===== src/rtl/uart_ctl_fifo.sv =====
// rtl/uart_ctl_fifo.sv - UART transmitter and receiver with first-word fall-through RX FIFO
// and sticky parity, framing and overrun flags.
module uart_ctl_fifo #(
  parameter int BAUDRATE  = 9600,
  parameter int FREQ      = 100000000,
  parameter int DATA_BITS = 8,
  parameter int PARITY    = 0,
  parameter int STOP_BITS = 1,
  parameter int RX_DEPTH  = 16
) (
  input  logic                      clk,
  input  logic                      reset,
  input  logic                      Serial_in,
  output logic                      Serial_out,
  input  logic [DATA_BITS-1:0]      TX_data,
  input  logic                      start_tx,
  output logic                      tx_ready,
  output logic [DATA_BITS-1:0]      RX_data,
  output logic                      rx_valid,
  input  logic                      rx_read,
  output logic [$clog2(RX_DEPTH):0] rx_count,
  output logic                      parity_err,
  output logic                      frame_err,
  output logic                      overrun,
  input  logic                      err_clear
);

  localparam int DIV_RAW = FREQ / (BAUDRATE * 16);
  localparam int DIV     = (DIV_RAW < 1) ? 1 : DIV_RAW;
  localparam int DIV_W   = (DIV > 1) ? $clog2(DIV) : 1;
  localparam int PTR_W   = $clog2(RX_DEPTH);
  localparam int CNT_W   = PTR_W + 1;

  localparam logic [DIV_W-1:0] DIV_LAST  = DIV_W'(DIV - 1);
  localparam logic [2:0]       LAST_DATA = 3'(DATA_BITS - 1);
  localparam logic             ODD       = (PARITY == 1);

  typedef enum logic [2:0] {
    ST_IDLE,
    ST_START,
    ST_DATA,
    ST_PARITY,
    ST_STOP
  } state_e;

  // Transmitter: its tick divider restarts on acceptance so every bit is exactly 16 ticks.
  state_e               tx_state_q;
  logic [DIV_W-1:0]     tx_div_q;
  logic [3:0]           tx_tick_q;
  logic [DATA_BITS-1:0] tx_shift_q;
  logic [2:0]           tx_bit_q;
  logic                 tx_par_q;
  logic                 tx_stop_q;
  logic                 txd_q;
  logic                 tx_ready_q;
  logic                 tx_tick;
  logic                 tx_bit_end;

  assign tx_tick    = (tx_div_q == DIV_LAST);
  assign tx_bit_end = tx_tick && (tx_tick_q == 4'd15);

  always_ff @(posedge clk or negedge reset) begin
    if (!reset) begin
      tx_state_q <= ST_IDLE;
      tx_div_q   <= '0;
      tx_tick_q  <= '0;
      tx_shift_q <= '0;
      tx_bit_q   <= '0;
      tx_par_q   <= 1'b0;
      tx_stop_q  <= 1'b0;
      txd_q      <= 1'b1;
      tx_ready_q <= 1'b1;
    end else if (tx_state_q == ST_IDLE) begin
      if (start_tx && tx_ready_q) begin
        tx_state_q <= ST_START;
        tx_shift_q <= TX_data;
        tx_par_q   <= (^TX_data) ^ ODD;
        tx_div_q   <= '0;
        tx_tick_q  <= '0;
        tx_bit_q   <= '0;
        tx_stop_q  <= 1'b0;
        txd_q      <= 1'b0;
        tx_ready_q <= 1'b0;
      end
    end else begin
      tx_div_q <= tx_tick ? '0 : tx_div_q + 1'b1;
      if (tx_tick) tx_tick_q <= tx_tick_q + 1'b1;
      if (tx_bit_end) begin
        case (tx_state_q)
          ST_START: begin
            tx_state_q <= ST_DATA;
            txd_q      <= tx_shift_q[0];
          end
          ST_DATA: begin
            if (tx_bit_q == LAST_DATA) begin
              if (PARITY != 0) begin
                tx_state_q <= ST_PARITY;
                txd_q      <= tx_par_q;
              end else begin
                tx_state_q <= ST_STOP;
                txd_q      <= 1'b1;
              end
            end else begin
              tx_bit_q   <= tx_bit_q + 1'b1;
              tx_shift_q <= tx_shift_q >> 1;
              txd_q      <= tx_shift_q[1];
            end
          end
          ST_PARITY: begin
            tx_state_q <= ST_STOP;
            txd_q      <= 1'b1;
          end
          ST_STOP: begin
            if (STOP_BITS == 1 || tx_stop_q) begin
              tx_state_q <= ST_IDLE;
              tx_ready_q <= 1'b1;
            end else begin
              tx_stop_q <= 1'b1;
            end
            txd_q <= 1'b1;
          end
          default: begin
            tx_state_q <= ST_IDLE;
            tx_ready_q <= 1'b1;
            txd_q      <= 1'b1;
          end
        endcase
      end
    end
  end

  assign Serial_out = txd_q;
  assign tx_ready   = tx_ready_q;

  logic sin_s1_q;
  logic sin_s2_q;
  logic sin_prev_q;

  always_ff @(posedge clk or negedge reset) begin
    if (!reset) begin
      sin_s1_q   <= 1'b1;
      sin_s2_q   <= 1'b1;
      sin_prev_q <= 1'b1;
    end else begin
      sin_s1_q   <= Serial_in;
      sin_s2_q   <= sin_s1_q;
      sin_prev_q <= sin_s2_q;
    end
  end

  // Receiver: divider phase-locks to the start edge, bits sampled on tick 8 of 16.
  state_e               rx_state_q;
  logic [DIV_W-1:0]     rx_div_q;
  logic [3:0]           rx_tick_q;
  logic [DATA_BITS-1:0] rx_shift_q;
  logic [2:0]           rx_bit_q;
  logic                 rx_stop_q;
  logic                 rx_bad_q;
  logic                 push_q;
  logic [DATA_BITS-1:0] push_data_q;
  logic                 pe_set_q;
  logic                 fe_set_q;
  logic                 rx_tick;
  logic                 rx_sample;
  logic                 rx_bit_end;

  assign rx_tick    = (rx_div_q == DIV_LAST);
  assign rx_sample  = rx_tick && (rx_tick_q == 4'd7);
  assign rx_bit_end = rx_tick && (rx_tick_q == 4'd15);

  always_ff @(posedge clk or negedge reset) begin
    if (!reset) begin
      rx_state_q  <= ST_IDLE;
      rx_div_q    <= '0;
      rx_tick_q   <= '0;
      rx_shift_q  <= '0;
      rx_bit_q    <= '0;
      rx_stop_q   <= 1'b0;
      rx_bad_q    <= 1'b0;
      push_q      <= 1'b0;
      push_data_q <= '0;
      pe_set_q    <= 1'b0;
      fe_set_q    <= 1'b0;
    end else begin
      push_q   <= 1'b0;
      pe_set_q <= 1'b0;
      fe_set_q <= 1'b0;
      if (rx_state_q == ST_IDLE) begin
        if (sin_prev_q && !sin_s2_q) begin
          rx_state_q <= ST_START;
          rx_div_q   <= '0;
          rx_tick_q  <= '0;
          rx_bit_q   <= '0;
          rx_stop_q  <= 1'b0;
          rx_bad_q   <= 1'b0;
        end
      end else begin
        rx_div_q <= rx_tick ? '0 : rx_div_q + 1'b1;
        if (rx_tick) rx_tick_q <= rx_tick_q + 1'b1;
        case (rx_state_q)
          ST_START: begin
            if (rx_sample && sin_s2_q) rx_state_q <= ST_IDLE;
            else if (rx_bit_end) rx_state_q <= ST_DATA;
          end
          ST_DATA: begin
            if (rx_sample) rx_shift_q <= {sin_s2_q, rx_shift_q[DATA_BITS-1:1]};
            if (rx_bit_end) begin
              if (rx_bit_q == LAST_DATA) rx_state_q <= (PARITY != 0) ? ST_PARITY : ST_STOP;
              else rx_bit_q <= rx_bit_q + 1'b1;
            end
          end
          ST_PARITY: begin
            if (rx_sample && (sin_s2_q != ((^rx_shift_q) ^ ODD))) begin
              pe_set_q <= 1'b1;
              rx_bad_q <= 1'b1;
            end
            if (rx_bit_end) rx_state_q <= ST_STOP;
          end
          ST_STOP: begin
            if (rx_sample) begin
              if (!sin_s2_q) begin
                fe_set_q   <= 1'b1;
                rx_state_q <= ST_IDLE;
              end else if (STOP_BITS == 1 || rx_stop_q) begin
                rx_state_q <= ST_IDLE;
                if (!rx_bad_q) begin
                  push_q      <= 1'b1;
                  push_data_q <= rx_shift_q;
                end
              end
            end
            if (rx_bit_end) rx_stop_q <= 1'b1;
          end
          default: rx_state_q <= ST_IDLE;
        endcase
      end
    end
  end

  logic [DATA_BITS-1:0] mem_q [RX_DEPTH];
  logic [PTR_W-1:0]     wr_ptr_q;
  logic [PTR_W-1:0]     rd_ptr_q;
  logic [CNT_W-1:0]     count_q;
  logic [CNT_W-1:0]     count_d;
  logic                 fifo_full;
  logic                 do_pop;
  logic                 do_push;
  logic                 ovr_set;

  // A pop in the same cycle frees the slot, so a full FIFO still accepts the byte.
  assign fifo_full = (count_q == CNT_W'(RX_DEPTH));
  assign do_pop    = rx_read && (count_q != '0);
  assign do_push   = push_q && (!fifo_full || do_pop);
  assign ovr_set   = push_q && fifo_full && !do_pop;

  always_comb begin
    count_d = count_q;
    case ({do_push, do_pop})
      2'b10:   count_d = count_q + 1'b1;
      2'b01:   count_d = count_q - 1'b1;
      default: count_d = count_q;
    endcase
  end

  always_ff @(posedge clk or negedge reset) begin
    if (!reset) begin
      wr_ptr_q <= '0;
      rd_ptr_q <= '0;
      count_q  <= '0;
    end else begin
      if (do_push) wr_ptr_q <= wr_ptr_q + 1'b1;
      if (do_pop) rd_ptr_q <= rd_ptr_q + 1'b1;
      count_q <= count_d;
    end
  end

  always_ff @(posedge clk) begin
    if (do_push) mem_q[wr_ptr_q] <= push_data_q;
  end

  assign rx_valid = (count_q != '0);
  assign RX_data  = rx_valid ? mem_q[rd_ptr_q] : '0;
  assign rx_count = count_q;

  logic parity_err_q;
  logic frame_err_q;
  logic overrun_q;

  always_ff @(posedge clk or negedge reset) begin
    if (!reset) begin
      parity_err_q <= 1'b0;
      frame_err_q  <= 1'b0;
      overrun_q    <= 1'b0;
    end else begin
      parity_err_q <= pe_set_q | (parity_err_q & ~err_clear);
      frame_err_q  <= fe_set_q | (frame_err_q & ~err_clear);
      overrun_q    <= ovr_set | (overrun_q & ~err_clear);
    end
  end

  assign parity_err = parity_err_q;
  assign frame_err  = frame_err_q;
  assign overrun    = overrun_q;

endmodule


===== config.mk =====
export PLATFORM = sky130hd
export DESIGN_NAME = uart_ctl_fifo
export DESIGN_NICKNAME = d
export VERILOG_FILES = /design/src/rtl/uart_ctl_fifo.sv
export SDC_FILE = /design/constraint.sdc
export NUM_CORES = 1
export LEC_CHECK = 0
export CAP_MARGIN = 0
export CORE_MARGIN = 2
export CORE_UTILIZATION = 50
export DETAILED_ROUTE_END_ITERATION = 8
export PLACE_DENSITY = 0.67
export SETUP_SLACK_MARGIN = 0.15
export SLEW_MARGIN = 15
export SYNTH_ARGS = -nofsm -noshare
export SYNTH_HDL_FRONTEND = slang
export SYNTH_SLANG_ARGS = --single-unit

===== constraint.sdc =====
create_clock -name clk -period 3.1 [get_ports clk]
set_clock_uncertainty 0.05 [all_clocks]
set_input_delay 0.465 -clock clk [delete_from_list [all_inputs] [get_ports clk]]
set_output_delay 0.465 -clock clk [all_outputs]
set_load 0.01 [all_outputs]

; ---- Word-level counts from Yosys, hierarchy flattened
; Memory sizes are Yosys's and may differ from the RTL's.
; Cells that the tools add are included.
[totals]
regBits = 89
ram_bits = 128
in_bits = 14
output_inout_bits = 19
elab_cells = 184
mem_count = 1
[classes]
add_sub_neg = 10
eq_ne = 29
muxes = 69
n_bitwise = 9
reduce_logical = 40
[memory_table]
columns = name, depth, word_bits, read_ports, rd_ports_with_merged_regs, wr, line_no
row1 = mem_q, 16, 8, 1, 0, 1, 240  ; logic [DATA_BITS-1:0] mem_q [RX_DEPTH];
[ops]
columns = operator, n
row1 = 3-bit two-way mux, 22
row2 = 10-bit two-way mux, 6
row3 = 8-bit two-way mux, 6
row4 = 1-bit two-way mux, 25
row5 = 4-bit two-way mux, 6
row6 = 10-bit by 1-bit adder with 10-bit output (second input constant), 2
row7 = 10-bit equality test (second input constant), 2
row8 = 2-bit nonzero test, 9
row9 = 4-bit by 1-bit adder with 4-bit output (second input constant), 4
row10 = 3-bit inequality test (second input constant), 5
row11 = 3-bit by 2-bit equality test with 1-bit output (second input constant), 4
row12 = 3-bit one-hot mux with 4 select lines, 1
row13 = 3-bit AND reduction, 4
row14 = 1-bit logical AND, 11
row15 = 5-bit one-hot mux with 2 select lines, 1
row16 = 3-bit equality test (second input constant), 3
row17 = 3-bit one-hot mux with 3 select lines, 1
row18 = 4-bit equality test (second input constant), 2
row19 = 4-bit AND reduction, 2
row20 = 8-bit parity, 1
row21 = 3-bit by 1-bit adder with 3-bit output (second input constant), 2
row22 = 3-bit by 1-bit equality test with 1-bit output (second input constant), 2
row23 = 3-bit logical NOT, 2
row24 = 2-bit by 1-bit inequality test with 1-bit output (second input constant), 3
row25 = 20 further kinds, 31

; ---- Depth between registers and ports, before layout
[logic_depth]
word_depth = 6
mapped_depth = 11
ltp_nobuf = 11

; ---- Worst setup path after synthesis
; No wires, ideal clock.
[synth_timing]
kind = register to register
from = reg count_q[1] (netlist: rx_count[1])
to = reg count_q[4] (netlist: rx_count[4])
t_arrival_ps = 2704
t_required_ps = 2967
slack_ps = 263
path_stages_with_launch = 12
cell_sequence = dfrtp_1 nor4_1 nand2b_1 nor2b_1 nand2_1 nand2_1 ha_1 and3_1 o21ai_0 nor3_1 or3b_2 o21ai_0
[synth_between]
elab_chain_cells = 6
word_cells_on_any_way = 12
cone_classes = add/sub (2) / eq/ne (3) / mux (1) / reduce/logical (6)
[synth_rtl]
columns = item, line_no
row1 = "start, declared", 243  ; logic [CNT_W-1:0] count_q;
row2 = "start signal, assigned", 273  ; count_q <= count_d;
row3 = 5-bit equality test / 5-bit nonzero test (equally long branches), "251, 252"
row4 = 1-bit logical NOT / 1-bit logical AND (equally long branches), "253, 252"
row5 = 1-bit logical OR, 253  ; assign do_push = push_q && (!fifo_full || do_pop);
row6 = 1-bit logical AND, 253
row7 = 2-bit by 1-bit equality test with 1-bit output / 2-bit equality test (equally long branches), 258  ; case ({do_push, do_pop})
row8 = 5-bit one-hot mux with 2 select lines / 2-bit nonzero test (equally long branches), n/a
; Several ways; a longest one is shown, not always the timed one.
; A chain may end at the register's enable or synchronous reset.

; ---- Worst setup path after layout
[layout_timing]
from = reg rd_ptr_q[0]
to = out RX_data[5]
[layout_between]
elab_chain_cells = 2
[layout_rtl]
columns = item, line_no
row1 = "start, declared", 242  ; logic [PTR_W-1:0] rd_ptr_q;
row2 = "start signal, assigned", 272  ; if (do_pop) rd_ptr_q <= rd_ptr_q + 1'b1;
row3 = memory 16 x 8 bit, n/a
row4 = 8-bit two-way mux, 282  ; assign RX_data = rx_valid ? mem_q[rd_ptr_q] : '0;
row5 = "end, declared", 18  ; output logic [DATA_BITS-1:0] RX_data,
; Every way passes these cells.

==> impl_results.md <==
- Vias in the first global route: 5745
- Post-route cell area: 11200 µm²
- Die Y: 142 µm
- CTS Sinks: 217
- FILL cells: 1441
- CTS Hold Bufs: 0
- Final hold vios: 43
- Total chip power: 7.45 mW
- Synth Instances: 648
- Deepest clock path buffer count: 3
- Unrepaired setup endpoints after global routing: yes
- Largest net degree at the start of global routing: 84
- Power share of the clock group: 36.7%
- Via count: 5588
- Min Tclk post-route: 3.06 ns
- Final #Nets: 754
- Reg power frac: 44.3%
- Post-synth EDFFs: 128
- Worst Path Max Fanout: 4
- Distinct cells, synth: 61
- Syn Nets: 679
- Worst skew pair latency: 0.50 ns
- WL per Instance: 19.4 µm
- Status: complete, but fails checks
- Gate power share: 19.0%
- Std-Cell Rows: 50
- Share of cells above drive strength 1: 23.5%
- Violated checks: hold timing
- Max-slew headroom: 47.5%
- Die footprint: 20000 µm²
- Worst EP required: 2.58 ns
- DR iter-0 viols: 395
- Worst Hold Class: in -> async
- Most used cell, CP: buf_6
- Crit. Startpoint: rd_ptr_q[0]$_DFFE_PN0N_
- CTS tree: built
- I/O pins: 33
- Worst slew pin tran: 0.787 ns
- Worst-path clk slew: 0.06 ns
- Peak VDD IR: 0.469 mV
- RR Startpoint: rx_count[1]$_DFFE_PN0P_
- Port bufs: 32
- Initial cell density of the core: 50.7%
- Cell area after placement: 10200 µm²
- Critical path type: reg -> out
- Syn avg cell area: 14.6 µm²
- Vias per cell: 5.74
- Htree depth: 1
- Final setup violation count: 0
- Max Freq: 327 MHz
- Placed cells: 920
- Sequential share of the synthesized area: 64.3%
- Clock buffer count from CTS: 23
- Post-Route WL: 18900 µm
- Synth warn: 0
- Cell family with most CP delay: multiplexers
- Worst setup SP type: register
- Die width: 142 µm
- FF+latch count, synth: 217
- Antenna Cells: 0
- Hold_ws: -0.0603 ns
- Mapped Area: 9460 µm²
- Synth-to-Final Area Change: 18.6%
- Slowest cell on the critical path: mux4_2
- Hpwl dp: 12000 µm
- Max_cap viols: 0
- WP buf/inv: 4
- Leakage: 4.58 nW
- Pwr dens: 664 nW/µm²
- Core area: 18600 µm²
- CP max stage delay: 0.49 ns
- DRC viols: 0
- Total grt overflow: 0
- Global-route wire length before repair: 30800 µm
- Psw: 1.88 mW
- Finished Layout Cells: 974
- ANT nets after route: 0
- Initial antenna violation count: 0
- Crit-path cells: buf_6, buf_16, buf_6, mux4_2, mux4_2, and2_4, buf_6
- Final period util: 98.6%
- Internal power: 5.57 mW
- Ys flop type: edfxtp_1
- Drt first pass iters: 4
- Max-slew violations: 0
- Switch share: 25.2%
- Total track usage: 19.7%
- Routability Congestion: 0.796
- Crit. End Element: primary output
- Crit path DAT: 2.54 ns
- Async S/R FF share, synth: 41.0%
- Root buf cell: clkbuf_16
-- stage by stage --
| step | utilization, % | setup TNS, ns | setup slack [ns] | hold slack, ns |
|---|---|---|---|---|
| after global routing | 60.1 | -0.00561 | -0.00366 | 0.0126 |
| after CTS | 60.0 | 0 | 0.0622 | 0.135 |
| after global placement | 54.9 | 0 | 0.257 | 0.296 |
| after floorplan | - | 0 | 0.263 | 0.119 |
| final | 60.1 | 0 | 0.0425 | -0.0603 |
| after detailed placement | 54.9 | 0 | 0.234 | 0.297 |
-- sequential cells by signal, summed over array words and instances (netlist names), 4 cells and up --
name / flops
rx_count: 5
tx_div_q: 10
rd_ptr_q: 4
rx_div_q: 10
push_data_q: 8
rx_tick_q: 4
mem_q: 128
rx_shift_q: 8
wr_ptr_q: 4
tx_tick_q: 4
tx_shift_q: 8
-- worst reg2reg max path: cells and delay by family, from the launching register on --
| family | cells | cell delay (ns) |
|---|---|---|
| simple gates | 8 | 1.50 |
| flops | 1 | 0.47 |
| compound gates | 2 | 0.31 |
| fa+ha+maj | 1 | 0.22 |
-- logic make-up after synthesis --
| logic type | share of synthesized area (%) |
|---|---|
| xor+xnor | 2.18 |
| buf+inv | 1.59 |
| mux | 12.9 |
| simple gates | 10.6 |
| compound gates | 6.26 |
| fa+ha+maj | 2.25 |
| flops | 64.3 |
-- per-layer routing --
layer | global-route usage, % | vias to the layer above | wire length (µm)
met5 | 0 | - | 0
met2 | 35.8 | 133 | 9980
met1 | 25.2 | 2814 | 7770
met4 | 4.79 | 0 | 307
li1 | - | 2611 | -
met3 | 2.77 | 30 | 838
-- worst paths after layout --
kind	to	slack [ns]	cells past startpoint
min reg2reg	sin_s2_q$_DFF_PN1_	0.31	0
max	RX_data[5]	0.04	7
min	rd_ptr_q[0]$_DFFE_PN0N_	-0.06	1
min in group clk	sin_s2_q$_DFF_PN1_	0.31	0
max reg2reg	rx_count[4]$_DFFE_PN0P_	0.47	11
max in group asynchronous	rx_shift_q[2]$_DFFE_PN0P_	2.40	2
-- Yosys cell counts (4+ instances only) --
cell type	instances	share of area, %
nor3_1	14	0.74
dfstp_2	5	1.4
and2_1	19	1.3
nor2b_1	4	0.26
dfrtp_1	84	22
nand4_1	8	0.53
inv_1	13	0.52
edfxtp_1	128	41
clkbuf_1	21	0.83
and3_1	9	0.60
mux2_2	20	2.4
nand2_1	55	2.2
mux4_2	40	9.5
xor2_1	7	0.65
a21oi_1	12	0.64
mux2i_1	9	0.95
ha_1	17	2.2
nand3_1	8	0.42
nand2b_1	11	0.73
nor4_1	5	0.33
o21ai_0	58	3.1
nor2_1	28	1.1
xnor2_1	14	1.3
-- area by class of cell --
| cell class | count | area, µm² | share of cell area, % |
|---|---|---|---|
| clock buffers | 29 | 608 | 5.42 |
| clock inverters | 13 | 154 | 1.37 |
| inverters | 13 | 48.8 | 0.435 |
| multi-input cells | 392 | 3250 | 29.0 |
| flip-flops and latches | 217 | 6080 | 54.2 |
| well taps | 234 | 293 | 2.61 |
| repair buffers | 76 | 781 | 6.96 |
-- cells in the final DEF (no fill, tap or decap), drive strengths merged, types with 5 or more instances in the layout --
master and count:
nor3 15, inv 15, xor2 7, mux2 20, nand3 8, and3 11
mux2i 9, a21oi 12, mux4 40, buf 53, nand2b 11, ha 17
nand4 9, edfxtp 128, clkdlybuf4s50 23, dfrtp 84, nand2 55, xnor2 14
clkinv 7, dfstp 5, nor4 6, o21ai 58, clkbuf 29, and2 19
nor2 28
-- power by group through the flow --
stage	combinational, mW	sequential (mW)	clock (mW)
detailed placement	1.10	3.35	0
finish	1.41	3.30	2.73
global placement	1.07	3.35	0
global route	1.54	3.32	2.91
floorplan	0.776	3.30	0
CTS	1.42	3.30	2.79
-- repair_timing --
item	CTS	global route
buffers inserted	9	0
pin swaps	2	1
resized for setup	48	5
endpoints found under the setup margin	8	8
gates cloned	3	0
No activity file was read; power rests on OpenSTA's default activity.
==> RTL edit 1: new RTL, same flow settings <==
Set the parameter `RX_DEPTH` to 8 (it was 16).
--- a/src/rtl/uart_ctl_fifo.sv
+++ b/src/rtl/uart_ctl_fifo.sv
@@ -6,7 +6,7 @@
   parameter int DATA_BITS = 8,
   parameter int PARITY    = 0,
   parameter int STOP_BITS = 1,
-  parameter int RX_DEPTH  = 16
+  parameter int RX_DEPTH  = 8
 ) (
   input  logic                      clk,
   input  logic                      reset,
Interface: changed (resized rx_count); port bits go from 33 to 32. The function was not compared with the original's and may differ.
==> RTL edit 1 against the unedited design <==
Die area is 28% lower; largest cell class unchanged; sequential cell count down 67; sequential power down 30%; area after synthesis is 29% lower; count of clock-buffer cells in the layout fell by 11; cell area is 29% lower; synthesized cell count shrank 16%; setup slack better by 290 ps; total power down 33%; routed wire length shrank 36%; critical path type unchanged.
==> RTL edit 1: results (changes against the unedited design) <==
Clock network
  – Latest clock arrival within the worst-skew pair: 420 ps (-80 ps)
  – Number of clock buffers inserted by TritonCTS: 17 (-26%)
  – Count of buffers added by post-CTS timing repair for setup: 0 (-9)
  – Buffer levels on the longest clock path: 2 (-1)
  – Cts repair resizes: 0 (-100%)
  – CTS hold repair buffers: 1 (+1)

Final layout
  – Share of layout cells above drive strength 1: 15.5% (-8.0 points)
  – Nets@finish: 623 (-17%)

Timing
  – Transition at the pin with the smallest max-transition slack: 813 ps (+25.9 ps)

Critical path
  – R2r worst-path depth: 5 (-6)
  – Reg-to-reg setup timing slack: 510 ps (+40 ps)
  – Crit path arrival time: 2260 ps (-280 ps)
  – Critical register-to-register path endpoint: rx_shift_q[3]
  – Launching point of the worst reg2reg path: rx_div_q[5]

Power and ir drop
  – Largest vdd supply drop: 0.000441 V (-6.1%)

Placement
  – Count of port buffers added during placement: 31 (-3.1%)
  – Sum of net half-perimeters after detailed placement: 8280 um (-31%)

Drt
  – Detailed router's first-iteration violation count: 223 (-44%)
  – Detailed route wirelength on metal3: 385 um (-54%)
  – Detailed Routing Iterations Pass 1: 5 (+1)
  – Vias post-DR: 4,268 (-24%)

Yosys
  – Net Count, Synth: 574 (-15%)
  – Leading register cell type out of synthesis: sky130_fd_sc_hd__dfrtp_1
  – Seq/Total Area, Yosys: 60.4% (-3.9 points)
  – Number of distinct library cells after synthesis: 55 (-9.8%)

Min path
  – Worst hold path class: register to register

Status
  – Outcome: completed

Global route
  – Overall track demand over capacity in global routing: 18.9% (-0.81 points)
## RTL edit 1: changes by cell type in the layout (fill, tap and decap cells not counted), moves of 8 or more
| cell | unedited run | this run |
|---|---|---|
| sky130_fd_sc_hd__edfxtp_1 | 128 | 64 |
| sky130_fd_sc_hd__nand2_1 | 55 | 88 |
| sky130_fd_sc_hd__mux4_2 | 40 | 16 |
| sky130_fd_sc_hd__buf_4 | 32 | 16 |
| sky130_fd_sc_hd__nand3_1 | 8 | 23 |
| sky130_fd_sc_hd__o21ai_0 | 58 | 45 |
| sky130_fd_sc_hd__and2_1 | 13 | 1 |
| sky130_fd_sc_hd__mux2_2 | 20 | 9 |
| sky130_fd_sc_hd__buf_6 | 10 | 1 |
| sky130_fd_sc_hd__mux2_4 | 0 | 8 |
## RTL edit 1: cell type report
type | instances | area (um^2)
well taps | 176 | 220
repair buffers | 48 | 442
fillers | 1064 | 5310
inverters | 14 | 52.6
clock buffers | 18 | 429
clock inverters | 14 | 174
multi-input cells | 362 | 2530
flip-flops and latches | 150 | 4080
## RTL edit 1: how the worst max path moves through the flow
stage,endpoint
after floorplan,rx_count[3]
after global placement,rx_count[3]
after detailed placement,rx_count[3]
after CTS,RX_data[6]
after global routing,RX_data[6]
final,RX_data[3]
## RTL edit 1: logic make-up after synthesis
kind of cell | count (synthesis) | synth area share, %
fa+ha+maj | 16 | 3.07
flops | 150 | 60.4
buf+inv | 32 | 2.15
xor+xnor | 20 | 2.59
mux | 43 | 10.1
simple gates | 209 | 15.3
compound gates | 74 | 6.37
## RTL edit 1: critical path: stages, from the launching register on
cell and delay, ps:
sky130_fd_sc_hd__dfrtp_1 350, sky130_fd_sc_hd__buf_6 250, sky130_fd_sc_hd__mux4_2 550, sky130_fd_sc_hd__mux2i_1 150
sky130_fd_sc_hd__nor2_1 50, sky130_fd_sc_hd__clkdlybuf4s50_1 470
## RTL edit 1: metrics by stage
| step | std cells | setup WS (ps) | cell area (um^2) | hold WS [ps] |
|---|---|---|---|---|
| floorplan | 544 | 495 | 6760 | 119 |
| global placement | 749 | 385 | 7310 | 298 |
| detailed placement | 749 | 325 | 7310 | 298 |
| CTS | 782 | 160 | 7920 | 307 |
| global route | 782 | 172 | 7930 | 314 |
| finish | 782 | 328 | 7930 | 305 |
## RTL edit 1: where the power goes
part | total (mW) | switching [mW] | internal (mW) | leakage (nW)
clock network | 2.08 | 0.811 | 1.27 | 0.291
registers | 2.32 | 0.177 | 2.15 | 1.81
logic | 0.618 | 0.287 | 0.331 | 1.27
total | 5.03 | 1.28 | 3.75 | 3.37
## RTL edit 1: layer usage
metal / vias up / global-route usage (%)
li1: 2082 / -
met3: 16 / 4.43
met4: 0 / 7.05
met2: 67 / 31.4
met5: - / 0
met1: 2103 / 24.4
==> RTL edit 2: new RTL, same flow settings <==
Without the edit above. The 5 states of `state_e` get a one-hot encoding in 5 bits.
--- a/src/rtl/uart_ctl_fifo.sv
+++ b/src/rtl/uart_ctl_fifo.sv
@@ -35,12 +35,12 @@
   localparam logic [2:0]       LAST_DATA = 3'(DATA_BITS - 1);
   localparam logic             ODD       = (PARITY == 1);
 
-  typedef enum logic [2:0] {
-    ST_IDLE,
-    ST_START,
-    ST_DATA,
-    ST_PARITY,
-    ST_STOP
+  typedef enum logic [4:0] {
+    ST_IDLE   = 5'b00001,
+    ST_START  = 5'b00010,
+    ST_DATA   = 5'b00100,
+    ST_PARITY = 5'b01000,
+    ST_STOP   = 5'b10000
   } state_e;
 
   // Transmitter: its tick divider restarts on acceptance so every bit is exactly 16 ticks.
Behaviour: same outputs for any inputs over 10 cycles, from zero or initial values and one cycle with reset low; not proved beyond that.
==> RTL edit 2 against the unedited design <==
Area after synthesis grew 0.42%; critical path depth is the same; sequential cell count grew 1; setup slack gained 32 ps; routed wire length shrank 2.7%; cell area shrank 0.40%; total power grew 2.5%; largest power group unchanged; highest routed layer unchanged.
==> RTL edit 2: results (changes against the unedited design) <==
Yosys
  – Top-area cell type share of the netlist area: 40.5% (-0.17 points)
  – Seq/Total Area, Yosys: 64.3% (about the same)
  – Proportion of synthesized flip-flops having asynchronous set or reset: 41.3% (+0.27 points)
  – Syn Inst Count: 647 (-0.15%)
  – Cells taking the most area after synthesis: sky130_fd_sc_hd__edfxtp_1, sky130_fd_sc_hd__dfrtp_1, sky130_fd_sc_hd__mux4_2, sky130_fd_sc_hd__o21ai_0, sky130_fd_sc_hd__ha_1
  – Top cell types by occurrence after synthesis: sky130_fd_sc_hd__edfxtp_1, sky130_fd_sc_hd__dfrtp_1, sky130_fd_sc_hd__o21ai_0
  – Net Count, Synth: 678 (-0.15%)
  – Number of distinct library cells after synthesis: 66 (+8.2%)

Placement
  – Cell count after placement: 907 (-1.4%)
  – Worst slack, placed: 300 ps (+66.4 ps)
  – Routability congestion estimate from global placement: 0.851 (+6.9%)
  – Sum of net half-perimeters after detailed placement: 12,100 um (+0.69%)
  – Total placed instance area: 10,200 um^2 (-0.47%)

Global route
  – Overall track demand over capacity in global routing: 19.0% (-0.69 points)
  – Maximum number of pins on one net before global-route repair: 55 (-35%)
  – Met2 Use GR: 32.5% (-3.3 points)
  – Vias in the first global route: 5,674 (-1.2%)
  – Met3 routing resource usage after global routing: 3.14% (+0.37 points)
  – Global-route track usage on met1: 25.3% (+0.13 points)
  – Wire length of the first global-routing pass: 30,100 um (-2.3%)

Drt
  – Total routed wire length on the met1 layer: 7770 um (about the same)
  – Detailed Routing Iterations Pass 1: 7 (+3)
  – Mean routed wirelength per cell: 19.2 um (-1.1%)
  – Routed vias/inst: 5.87 (+2.3%)
  – Detailed route wirelength on metal3: 1010 um (+21%)
  – Detailed router's first-iteration violation count: 451 (+14%)

Power and ir drop
  – Static leakage power: 4.59 nW (+0.14%)
  – Largest vdd supply drop: 0.000384 V (-18%)
  – Combinational cell fraction of total power: 20.7% (+1.7 points)

Final layout
  – Nets@finish: 739 (-2.0%)
  – Non-clock buffer area fraction after layout: 6.36% (-0.60 points)
  – Number of multi-input combinational cells: 391 (-0.26%)
  – Register share of the cell area: 54.7% (+0.47 points)
  – Share of layout cells above drive strength 1: 20.6% (-2.9 points)
  – Clkbuf count: 23 (-21%)
  – Multi-input combinational cell area: 3260 um^2 (+0.35%)
  – Logic inverters: 12 (-1)
  – Number of standard cells in the layout, taps in and fillers out: 958 (-1.6%)
  – Layout Area Growth over Synthesis: 17.6%

Status
  – Outcome: completed

Critical path
  – Reg-to-reg setup timing slack: 430 ps (-40 ps)
  – Largest fanout on the critical path: 6 (+2)
  – Worst path depth: 7 (unchanged)

Clock network
  – CTS hold repair buffers: 1 (+1)
  – Count of buffers added by post-CTS timing repair for setup: 5 (-4)
  – Cts repair resizes: 52 (+8.3%)
  – Total number of clock tree sinks: 218 (+0.46%)

Die
  – Die Footprint: 20,100 um^2 (+0.41%)

Timing
  – Final Hold Slack: 306 ps (+366 ps)
  – Transition at the pin with the smallest max-transition slack: 749 ps (-37.8 ps)

Min path
  – Worst hold path class: register to register
-- RTL edit 2: kinds of logic (layout without fill, tap and decap cells) --
kind of cell | count (synthesis) | count (layout) | share of synthesized area, %
fa+ha+maj | 17 | 17 | 2.24
xor+xnor | 17 | 17 | 1.57
simple gates | 196 | 196 | 11.3
compound gates | 92 | 92 | 6.09
flops | 218 | 218 | 64.3
mux | 69 | 69 | 12.8
buf+inv | 38 | 115 | 1.66
-- RTL edit 2: worst max-delay path by stage --
stage                 from     endpoint  slack, ps
5_1_grt        rd_ptr_q[0]   RX_data[1]         30
3_3_place_gp   rd_ptr_q[0]   RX_data[6]        340
3_5_place_dp   rd_ptr_q[0]   RX_data[6]        300
6_report       rd_ptr_q[0]   RX_data[1]         70
4_1_cts        rd_ptr_q[0]   RX_data[5]         90
2_1_floorplan  rx_count[1]  rx_count[4]        260
